## config.mk

```make
export PLATFORM = sky130hd
export DESIGN_NAME = load_store_unit
export DESIGN_NICKNAME = d
export VERILOG_FILES = /design/src/rtl/riscv_defines.sv /design/src/rtl/lsu_load_align.sv /design/src/rtl/load_store_unit.sv
export SDC_FILE = /design/constraint.sdc
export NUM_CORES = 1
export LEC_CHECK = 0
export CORE_MARGIN = 3
export CORE_UTILIZATION = 38
export DETAILED_ROUTE_END_ITERATION = 10
export DONT_BUFFER_PORTS = 1
export GPL_TIMING_DRIVEN = 0
export PLACE_DENSITY_LB_ADDON = 0.15
export SKIP_CTS_REPAIR_TIMING = 1
export SLEW_MARGIN = 20
export SYNTH_ARGS = -nofsm -noshare
export SYNTH_HDL_FRONTEND = slang
export SYNTH_HIERARCHICAL = 1
export SYNTH_SLANG_ARGS = --single-unit
```

## constraint.sdc

```tcl
create_clock -name clk -period 3.2 [get_ports clk]
set_input_delay 0.64 -clock clk [delete_from_list [all_inputs] [get_ports clk]]
set_output_delay 0.64 -clock clk [all_outputs]
set_load 0.05 [all_outputs]
```

## src/rtl/riscv_defines.sv

```systemverilog
// Shared RISC-V core definitions: funct3 encodings for memory instructions
// and the load/store unit state type.
package riscv_defines;

    typedef enum logic [1:0] {
        LSU_IDLE,
        LSU_REQ,
        LSU_WAIT_RSP,
        LSU_FINISH
    } lsu_state_t;

    localparam logic [2:0] FUNCT3_LB  = 3'b000;
    localparam logic [2:0] FUNCT3_LH  = 3'b001;
    localparam logic [2:0] FUNCT3_LW  = 3'b010;
    localparam logic [2:0] FUNCT3_LBU = 3'b100;
    localparam logic [2:0] FUNCT3_LHU = 3'b101;
    localparam logic [2:0] FUNCT3_SB  = 3'b000;
    localparam logic [2:0] FUNCT3_SH  = 3'b001;
    localparam logic [2:0] FUNCT3_SW  = 3'b010;

endpackage

```

## src/rtl/lsu_load_align.sv

```systemverilog
// Load data lane select and sign/zero extension of a 32-bit bus read word.
module lsu_load_align
    import riscv_defines::*;
#(
    parameter int DATA_WIDTH = 32
) (
    input  logic [DATA_WIDTH-1:0] rdata,
    input  logic [1:0]            offset,
    input  logic [2:0]            funct3,
    output logic [DATA_WIDTH-1:0] data
);

    logic [DATA_WIDTH-1:0] shifted;
    logic signed [7:0]     byte_s;
    logic signed [15:0]    half_s;

    always_comb begin
        shifted = rdata >> {offset, 3'b000};
        byte_s  = shifted[7:0];
        half_s  = shifted[15:0];
        case (funct3)
            FUNCT3_LB:  data = DATA_WIDTH'(byte_s);
            FUNCT3_LH:  data = DATA_WIDTH'(half_s);
            FUNCT3_LBU: data = DATA_WIDTH'(shifted[7:0]);
            FUNCT3_LHU: data = DATA_WIDTH'(shifted[15:0]);
            default:    data = shifted;
        endcase
    end

endmodule

```

## src/rtl/load_store_unit.sv

```systemverilog
// Data-memory access controller: one load/store per request over a
// valid/ready bus with a separate response channel; stalls until done.
module load_store_unit
    import riscv_defines::*;
#(
    parameter int ADDR_WIDTH = 32,
    parameter int DATA_WIDTH = 32
) (
    input  logic                  clk,
    input  logic                  rst_n,
    input  logic                  req_valid,
    input  logic                  mem_read_enable,
    input  logic                  mem_write_enable,
    input  logic [2:0]            funct3,
    input  logic [ADDR_WIDTH-1:0] addr,
    input  logic [DATA_WIDTH-1:0] store_data,
    output logic                  req_ready,
    output logic                  stall,
    output logic                  done,
    output logic [DATA_WIDTH-1:0] load_data,
    output logic                  lsu_error,
    output logic                  bus_req_valid,
    input  logic                  bus_req_ready,
    output logic                  bus_we,
    output logic [ADDR_WIDTH-1:0] bus_addr,
    output logic [DATA_WIDTH-1:0] bus_wdata,
    output logic [3:0]            bus_wstrb,
    input  logic                  bus_rsp_valid,
    input  logic [DATA_WIDTH-1:0] bus_rdata
);

    function automatic logic [3:0] store_strobe(input logic [2:0] f3, input logic [1:0] off);
        case (f3)
            FUNCT3_SB: store_strobe = 4'b0001 << off;
            FUNCT3_SH: store_strobe = 4'b0011 << off;
            default:   store_strobe = 4'b1111;
        endcase
    endfunction

    function automatic logic [DATA_WIDTH-1:0] store_format(input logic [2:0] f3,
                                                           input logic [DATA_WIDTH-1:0] d);
        case (f3)
            FUNCT3_SB: store_format = {4{d[7:0]}};
            FUNCT3_SH: store_format = {2{d[15:0]}};
            default:   store_format = d;
        endcase
    endfunction

    lsu_state_t            state_q, state_d;
    logic [ADDR_WIDTH-1:0] addr_q;
    logic [2:0]            funct3_q;
    logic [DATA_WIDTH-1:0] aligned_rdata;
    logic                  one_dir, f3_ok, aligned, legal_req, illegal_req;
    logic                  is_half, is_word, idle;

    assign idle    = (state_q == LSU_IDLE);
    assign one_dir = mem_read_enable ^ mem_write_enable;
    assign is_half = (funct3[1:0] == 2'b01);
    assign is_word = (funct3[1:0] == 2'b10);
    assign aligned = !(is_half && addr[0]) && !(is_word && (addr[1:0] != 2'b00));

    always_comb begin
        if (mem_write_enable)
            f3_ok = funct3 inside {FUNCT3_SB, FUNCT3_SH, FUNCT3_SW};
        else
            f3_ok = funct3 inside {FUNCT3_LB, FUNCT3_LH, FUNCT3_LW, FUNCT3_LBU, FUNCT3_LHU};
    end

    // Both enables high is caught here because one_dir is then false.
    assign legal_req   = req_valid && one_dir && f3_ok && aligned;
    assign illegal_req = req_valid && (mem_read_enable || mem_write_enable) && !legal_req;

    always_ff @(posedge clk or negedge rst_n) begin
        if (!rst_n)
            state_q <= LSU_IDLE;
        else
            state_q <= state_d;
    end

    always_comb begin
        state_d = state_q;
        case (state_q)
            LSU_IDLE:     if (legal_req) state_d = LSU_REQ;
            LSU_REQ:      if (bus_req_ready) state_d = LSU_WAIT_RSP;
            LSU_WAIT_RSP: if (bus_rsp_valid) state_d = LSU_FINISH;
            LSU_FINISH:   state_d = LSU_IDLE;
            default:      state_d = LSU_IDLE;
        endcase
    end

    // Stall is combinational so the pipeline freezes in the accept cycle.
    assign req_ready     = idle;
    assign stall         = !idle || legal_req;
    assign done          = (state_q == LSU_FINISH);
    assign bus_req_valid = (state_q == LSU_REQ);
    assign bus_addr      = {addr_q[ADDR_WIDTH-1:2], 2'b00};

    lsu_load_align #(.DATA_WIDTH(DATA_WIDTH)) u_load_align (
        .rdata  (bus_rdata),
        .offset (addr_q[1:0]),
        .funct3 (funct3_q),
        .data   (aligned_rdata)
    );

    always_ff @(posedge clk or negedge rst_n) begin
        if (!rst_n) begin
            addr_q    <= '0;
            funct3_q  <= '0;
            bus_we    <= 1'b0;
            bus_wdata <= '0;
            bus_wstrb <= '0;
            load_data <= '0;
            lsu_error <= 1'b0;
        end else begin
            lsu_error <= idle && illegal_req;
            if (idle && legal_req) begin
                addr_q    <= addr;
                funct3_q  <= funct3;
                bus_we    <= mem_write_enable;
                bus_wdata <= store_format(funct3, store_data);
                bus_wstrb <= mem_write_enable ? store_strobe(funct3, addr[1:0]) : 4'b0000;
            end
            if ((state_q == LSU_WAIT_RSP) && bus_rsp_valid && !bus_we)
                load_data <= aligned_rdata;
        end
    end

endmodule

```

Yosys cells after proc, flatten, opt, wreduce, memory -nomap -nowiden
Index checks and enable logic that the tools add are counted.

word-level totals
  memory bits (writable) = 0
  flip-flop bits (word level) = 107
  output and inout port bits = 106
  memories kept = 0
  latch bits = 0
  input port bits = 106
  ROM bits = 0
  logic and storage cells = 62

operators by class
  shift-type cells = 3
  add/subtract/negate cells = 0
  equal/unequal tests = 15
  $lt $le $gt $ge = 0
  reduce and logical (&&, ||, !) cells = 26
  bitwise logic cells = 1
  div/mod/pow operators = 0
  muxes and demuxes = 9
  $mul = 0

operator list
  cell                                                                     number
  32-bit case mux with 4 select lines                                      1
  32-bit case mux with 2 select lines                                      1
  32-bit by 5-bit >> shifter with 32-bit output                            1
  3-bit == test, second input constant                                     4
  1-bit logical AND                                                        12
  2-bit case mux with 4 select lines                                       1
  4-bit case mux with 2 select lines                                       1
  2-bit == test, second input constant                                     3
  3-bit by 1-bit == test with 1-bit output, second input constant          2
  3-bit zero test                                                          2
  2-bit two-way mux                                                        3
  1-bit zero test                                                          5
  5-bit nonzero test                                                       1
  2-bit by 1-bit == test with 1-bit output, second input constant          2
  4-bit two-way mux                                                        1
  2-bit inequality test, second input constant                             2
  1-bit by 2-bit left shift with 4-bit output, first input constant        1
  2-bit by 2-bit left shift with 4-bit output, first input constant        1
  3-bit by 2-bit == test with 1-bit output, second input constant          1
  3-bit AND reduction                                                      1
  3-bit nonzero test                                                       1
  2-bit zero test                                                          1
  1-bit logical OR                                                         2
  2-bit by 1-bit inequality test with 1-bit output, second input constant  1
  3 further kinds                                                          3

Logic depth before layout (Yosys ltp)
  depth in word-level cells = 8
  mapped depth = 8
  depth with buffers taken out = 6

Modules after synthesis
The synthesis kept the hierarchy.

by module, submodules not included
  module           cells an instance  sequential area each (um2)  area each (um2)  instances
  load_store_unit  341                2677.6                      4840.9           1
  lsu_load_align   107                0.0                         694.4            1

Worst setup path after synthesis
OpenSTA, ideal clock, no wires.

  path type = input -> output
  start point = in mem_write_enable
  end point = out stall
  path buffers = 0
  data arrival time = 2.238 ns
  data required time = 2.560 ns
  setup slack = 0.322 ns
  stages = 4
  cell sequence = inv_1 -> ha_1 -> nand2_1 -> o41ai_2

between the ends
  longest elaborated chain between the ends = 5
  elaborated cells between the ends (all ways) = 6
  those cells by class = mux: 1; bitwise: 1; reduce/logical: 4

RTL lines
  what                                RTL line               source
  start: declaration                  load_store_unit.sv:13  input logic mem_write_enable,
  1-bit bitwise XOR                   load_store_unit.sv:57  assign one_dir = mem_read_enable ^ mem_write_enable;
  1-bit logical AND                   load_store_unit.sv:70  assign legal_req = req_valid && one_dir && f3_ok && aligned;
  1-bit logical AND (*) (2 in a row)  load_store_unit.sv:70
  1-bit logical OR (*)                load_store_unit.sv:93  assign stall = !idle || legal_req;
  end: declaration                    load_store_unit.sv:18  output logic stall,

Mark *: on every way between the ends. The rest lies on a longest branch, timed or not.

Worst setup path in the final report
  start point = reg state_q[1]
  end point = out stall

between the ends
  longest elaborated chain between the ends = 3

RTL lines
  what                      RTL line               source
  start: declaration        load_store_unit.sv:49  lsu_state_t state_q, state_d;
  start signal: assignment  load_store_unit.sv:77  state_q <= state_d;
  2-bit zero test           load_store_unit.sv:56  assign idle = (state_q == LSU_IDLE);
  named net req_ready       load_store_unit.sv:17  output logic req_ready,
  1-bit zero test           load_store_unit.sv:93
  1-bit logical OR          load_store_unit.sv:93

The timed path passes the listed nets, and every way through them passes these cells.

==> summary.md <==
| Metric | Value |
|---|---|
| Largest family of logic cells by synthesized area | `multiplexers` |
| Unrepaired setup endpoints after global routing | `no` |
| Initial antenna violation count | `1` |
| Largest area contributor in the netlist | `dfrtp_1` |
| Gate Count Post-Synth | `448` |
| Final hold vios | `0` |
| Flops & latches, synth | `between 100 and 150` |
| Final ANT Viol Nets | `0` |
| Routed WL | `13.7 mm` |
| Drt pass-1 iters | `4` |
| Count of cell types in the netlist | `39` |
| Data arrival time of the critical path | `2020 ps` |
| Post-Synth Adder-Cell Area | `between 1 and 1.5%` |
| Part of the cycle the worst path needs | `83.1%` |
| TritonCTS clock tree | `built` |
| Most common cell in the netlist | `dfrtp_1` |
| Chip width | `127 um` |
| PortBufs | `0` |
| # DRC | `0` |
| Seq/Total Area, Yosys | `48.4%` |
| Max Transition Viols Final | `0` |
| Post-DP HPWL | `around 10 mm` |
| CTS root buf | `clkbuf_16` |
| First-pass GRT wire length | `21.4 mm` |
| Final GP Congestion | `between 0.8 and 0.9` |
| Most frequent cells after synthesis | `dfrtp_1, mux2_2, buf_4` |
| Die height | `127 um` |
| GRT Util Overall | `16.9%` |
| Worst Setup Path Type | `flip-flop to output port` |
| Clock Tree Buf Depth | `2` |
| Avg WL per Cell | `21.3 um` |
| Core Region | `around 14000 um2` |
| Yosys top cell area share | `48.4%` |
| GRT overflow | `0` |
| Slowest Stage Delay on Critical Path | `around 680 ps` |
| Asr flop ratio synth | `100%` |
| Sequential cell area | `2680 um2` |
| Setup violators final | `0` |
| Synthesized area | `5540 um2` |
| First DRT Iteration DRCs | `113` |
| DIE AREA | `16100 um2` |
| Synth Area in XOR/XNOR | `0%` |
| Syn_area_per_cell | `roughly 12 um2` |
| Via count | `roughly 3500` |
| Final min period | `about 2700 ps` |
| Synth warnings | `6` |
| Worst-Margin Slew | `1000 ps` |
| Simple-gate share of the synthesized area | `under 10%` |
| Post-synth EDFFs | `0` |
| Reg2Reg Depth | `6` |
| Worst-Skew Late Latency | `340 ps` |
| Slew Limit Headroom | `32.9%` |
| Critical Path Start Type | `flip-flop` |
| H-tree depth | `3` |
| Status | `finished, final reports clean` |
| Worst-path clk slew | `60 ps` |
| Setup TNS | `0 ps` |
| Required @ worst endpoint | `between 2000 and 3000 ps` |
| # IOs | `212` |
| Area Overhead vs Synth | `11.0%` |
| Ys flop type | `dfrtp_1` |
| Hold Crit Class | `input pin to async pin` |
| Compound-Gate Fraction of Synth Area | `7.71%` |
| Total of fill cells in the finished design | `1294` |
| Maxcap violations | `0` |
| Slowest stage cell, crit path | `ha_1` |
| Clock sinks | `107` |
| Crit-path cells | `inv_1 > ha_1 > o41ai_4 > buf_4` |
| Area contributors post-synth | `dfrtp_1, mux2_2, mux2i_1` |
| Layout net count | `574` |
| Vias per std cell | `5.40` |
| Vias in the first global route | `3727` |
| Final Skew | `4.91 ps` |
| Row count | `43` |
| CP Capture Type | `output port` |
| Peak Freq | `0.376 GHz` |
| Starting density of the core | `around 39%` |
| Diodes inserted | `0` |
| CTS buffer count | `9` |
| Post-synthesis mux area share | `between 20% and 30%` |
| CP max FO | `6` |
| Largest net degree at the start of global routing | `108` |
| Layout cells sized above 1 | `37.0%` |
| Area of the multi-input gates | `2460 um2` |
layout by cell type (no fill, tap or decap), types with 2 or more instances in the layout:
cell	count
dfrtp_1	107
mux2_2	80
buf_4	36
mux2i_1	33
nor2_1	28
a21oi_1	26
mux2_4	20
nand2_1	19
a211oi_1	14
mux2_1	9
clkbuf_1	9
o21ai_0	9
nor2b_1	9
clkbuf_16	9
inv_1	6
buf_6	5
a31oi_1	5
buf_2	5
ha_1	5
buf_1	2
nand3b_1	2
conb_1	2
bufinv_16	2
buf_16	2
o21ai_2	2
critical path, delay by kind of cell (launching register included):
family	cells	cell delay, ps
AO/OA/AOI/OAI	1	230
adder cells (fa/ha/maj)	1	680
buffers and inverters	2	370
flip-flops	1	400
cell type report:
type | count | share of cell area, %
plain buffers | 56 | 6.27
clock buffers | 10 | 3.89
clock inverters | 3 | 1.06
inverters | 6 | 0.367
multi-input cells | 280 | 40.1
flip-flops and latches | 107 | 43.6
well taps | 180 | 3.67
repair buffers | 3 | 1.02
sequential cells by signal, indices dropped and copies added (netlist names):
| signal | cells |
|---|---|
| addr_q | 32 |
| bus_wdata | 32 |
| load_data | 32 |
| bus_wstrb | 4 |
| funct3_q | 3 |
| state_q | 2 |
| bus_we | 1 |
| lsu_error | 1 |
path summary, 6_finish.rpt:
path / slack (ps) / endpoint / start
max: 540 / stall / state_q[1]
min: 140 / bus_wdata[28] / rst_n
max reg2reg: 880 / bus_wdata[5] / state_q[1]
min reg2reg: 500 / addr_q[2] / addr_q[2]
max in group asynchronous: 2760 / addr_q[30] / rst_n
min in group clk: 430 / bus_wdata[7] / store_data[7]
layer usage:
| metal | wire (um) | share of wire, % | GRT usage [%] | up-vias |
|---|---|---|---|---|
| li1 | - | - | - | 1569 |
| met3 | 1610 | 12 | 7.58 | 18 |
| met4 | 206 | 1.5 | 5.36 | 2 |
| met2 | 6690 | 49 | 28.2 | 153 |
| met1 | 5190 | 38 | 19.6 | 1744 |
| met5 | 7 | 0.051 | 0 | - |
stage by stage:
step	std cells	setup slack, ps	area, um2	util (%)	hold slack, ps
2_1_floorplan	449	322	5540	-	344
3_3_place_gp	629	91.9	5760	41.0	349
3_5_place_dp	630	686	5780	41.2	348
4_1_cts	643	516	6090	43.3	-21.9
5_1_grt	645	441	6140	43.7	143
6_report	645	542	6140	43.7	145
logic make-up after synthesis:
group | after synthesis
adder cells (fa/ha/maj) | 5
AND/OR/NAND/NOR | 66
buffers and inverters | 62
flip-flops | 107
other | 1
multiplexers | 142
AO/OA/AOI/OAI | 65
Power is not shown: default switching activity piles up to over one toggle a cycle in this logic, so the estimate is an artifact.
==> RTL change: new RTL, same settings <==
Re-encode `lsu_state_t` (4 states) as one-hot, 4 bits wide.
--- a/src/rtl/riscv_defines.sv
+++ b/src/rtl/riscv_defines.sv
@@ -3,9 +3,9 @@
 package riscv_defines;
 
-    typedef enum logic [1:0] {
-        LSU_IDLE,
-        LSU_REQ,
-        LSU_WAIT_RSP,
-        LSU_FINISH
+    typedef enum logic [3:0] {
+        LSU_IDLE     = 4'b0001,
+        LSU_REQ      = 4'b0010,
+        LSU_WAIT_RSP = 4'b0100,
+        LSU_FINISH   = 4'b1000
     } lsu_state_t;
 
Formal check against the unedited RTL: no difference found for any inputs over 10 cycles, from zero or initial values and one cycle with rst_n low; not proved beyond that.
==> RTL change against the original RTL <==
- via count is 1.1% lower
- area after synthesis barely moved
- cell count up 0.78%
- wire length fell by 1.0%
- largest cell class unchanged
- sequential cell count grew 2
- non-clock buffer count is the same
- worst setup slack got worse by 330 ps
- sequential share of layout area grew 0.91 points
- final area down 0.16%
==> RTL change: results <==
export IMPL_antenna_found_initial=0
export IMPL_dp_cells=632
export IMPL_globalRouteMet3Util_pct=6.40
export IMPL_dpl_hpwl_um=10000
export IMPL_grt_util_met1_pct=21.2
export IMPL_n_fill_cell=1311
export IMPL_synth_avg_cell_area_um2=12.3
export IMPL_critical_path_top_delay_family="simple AND/OR/NAND/NOR gates"
export IMPL_synthTopCellsByCount="mux2_2 (119), dfrtp_1 (108), buf_4 (34)"
export IMPL_top_layer_used="met4"
export IMPL_nNetsFinal=571
export IMPL_synth_compound_area_share_pct=6.28
export IMPL_wl_per_cell_um=20.9
export IMPL_crit_slowest_cell="dfstp_2"
export IMPL_dp_slack_ps=588
export IMPL_drive_gt1_share_pct=42.6
export IMPL_drt_wl_total_um=13600
export IMPL_synthAdderAreaFrac_pct=0.226
export IMPL_dr_wl_met3_um=1390
export IMPL_r2r_start="state_q[0]"
export IMPL_grt_max_degree=110
export IMPL_viasPerCell=5.31
export IMPL_cp_arrival_ps=2350
export IMPL_worst_pin_slew_ps=878
export IMPL_synth_distinct_cells=38
export IMPL_synth_area_leaders="dfrtp_1 (49%), mux2_2 (24%), mux2i_1 (5.1%)"
export IMPL_grt_pass1_wl_um=21300
export IMPL_worst_path_buf_inv=1
export IMPL_muxShareOfSynthArea_pct=29.5
export IMPL_path_max_fanout=7
export IMPL_status="finished clean"
export IMPL_gr_usage_all_layers_pct=17.0
export IMPL_gp_congestion=0.772
export IMPL_drtIter0Drc=181
export IMPL_grt_pass1_vias=3758
export IMPL_met2_usage_pct=26.7
export IMPL_ys_seq_area_share_pct=49.3
export IMPL_wl_met1_um=5300
export IMPL_synthXorXnorAreaFrac_pct=0.158
## RTL change: stage by stage
stage	hold slack (ps)	power (mW)	util [%]
2_1_floorplan	344	5.28	-
3_3_place_gp	348	5.66	41.1
3_5_place_dp	348	5.70	41.3
4_1_cts	-42.1	6.86	43.4
5_1_grt	106	7.16	43.7
6_report	121	6.81	43.7
## RTL change: final cells by class
class	count	area (um^2)	area share, %
Clock inverter	7	73.8	1.20
Antenna cell	1	2.50	0.0408
Timing Repair Buffer	3	42.5	0.694
Inverter	6	22.5	0.367
Multi-Input combinational cell	279	2390	39.0
Sequential cell	109	2730	44.5
Buffer	56	419	6.84
Clock buffer	9	225	3.67
Tap cell	180	225	3.67
## RTL change: path summary, 6_finish.rpt
kind / endpoint / cells after the start / slack [ps]
worst max-delay path: stall / 3 / 210
worst min-delay path: state_q[0] / 0 / 120
worst max register to register: lsu_error / 4 / 740
worst min register to register: addr_q[2] / 1 / 510
max in group asynchronous: addr_q[5] / 1 / 2550
min in group clk: bus_wstrb[0] / 2 / 420
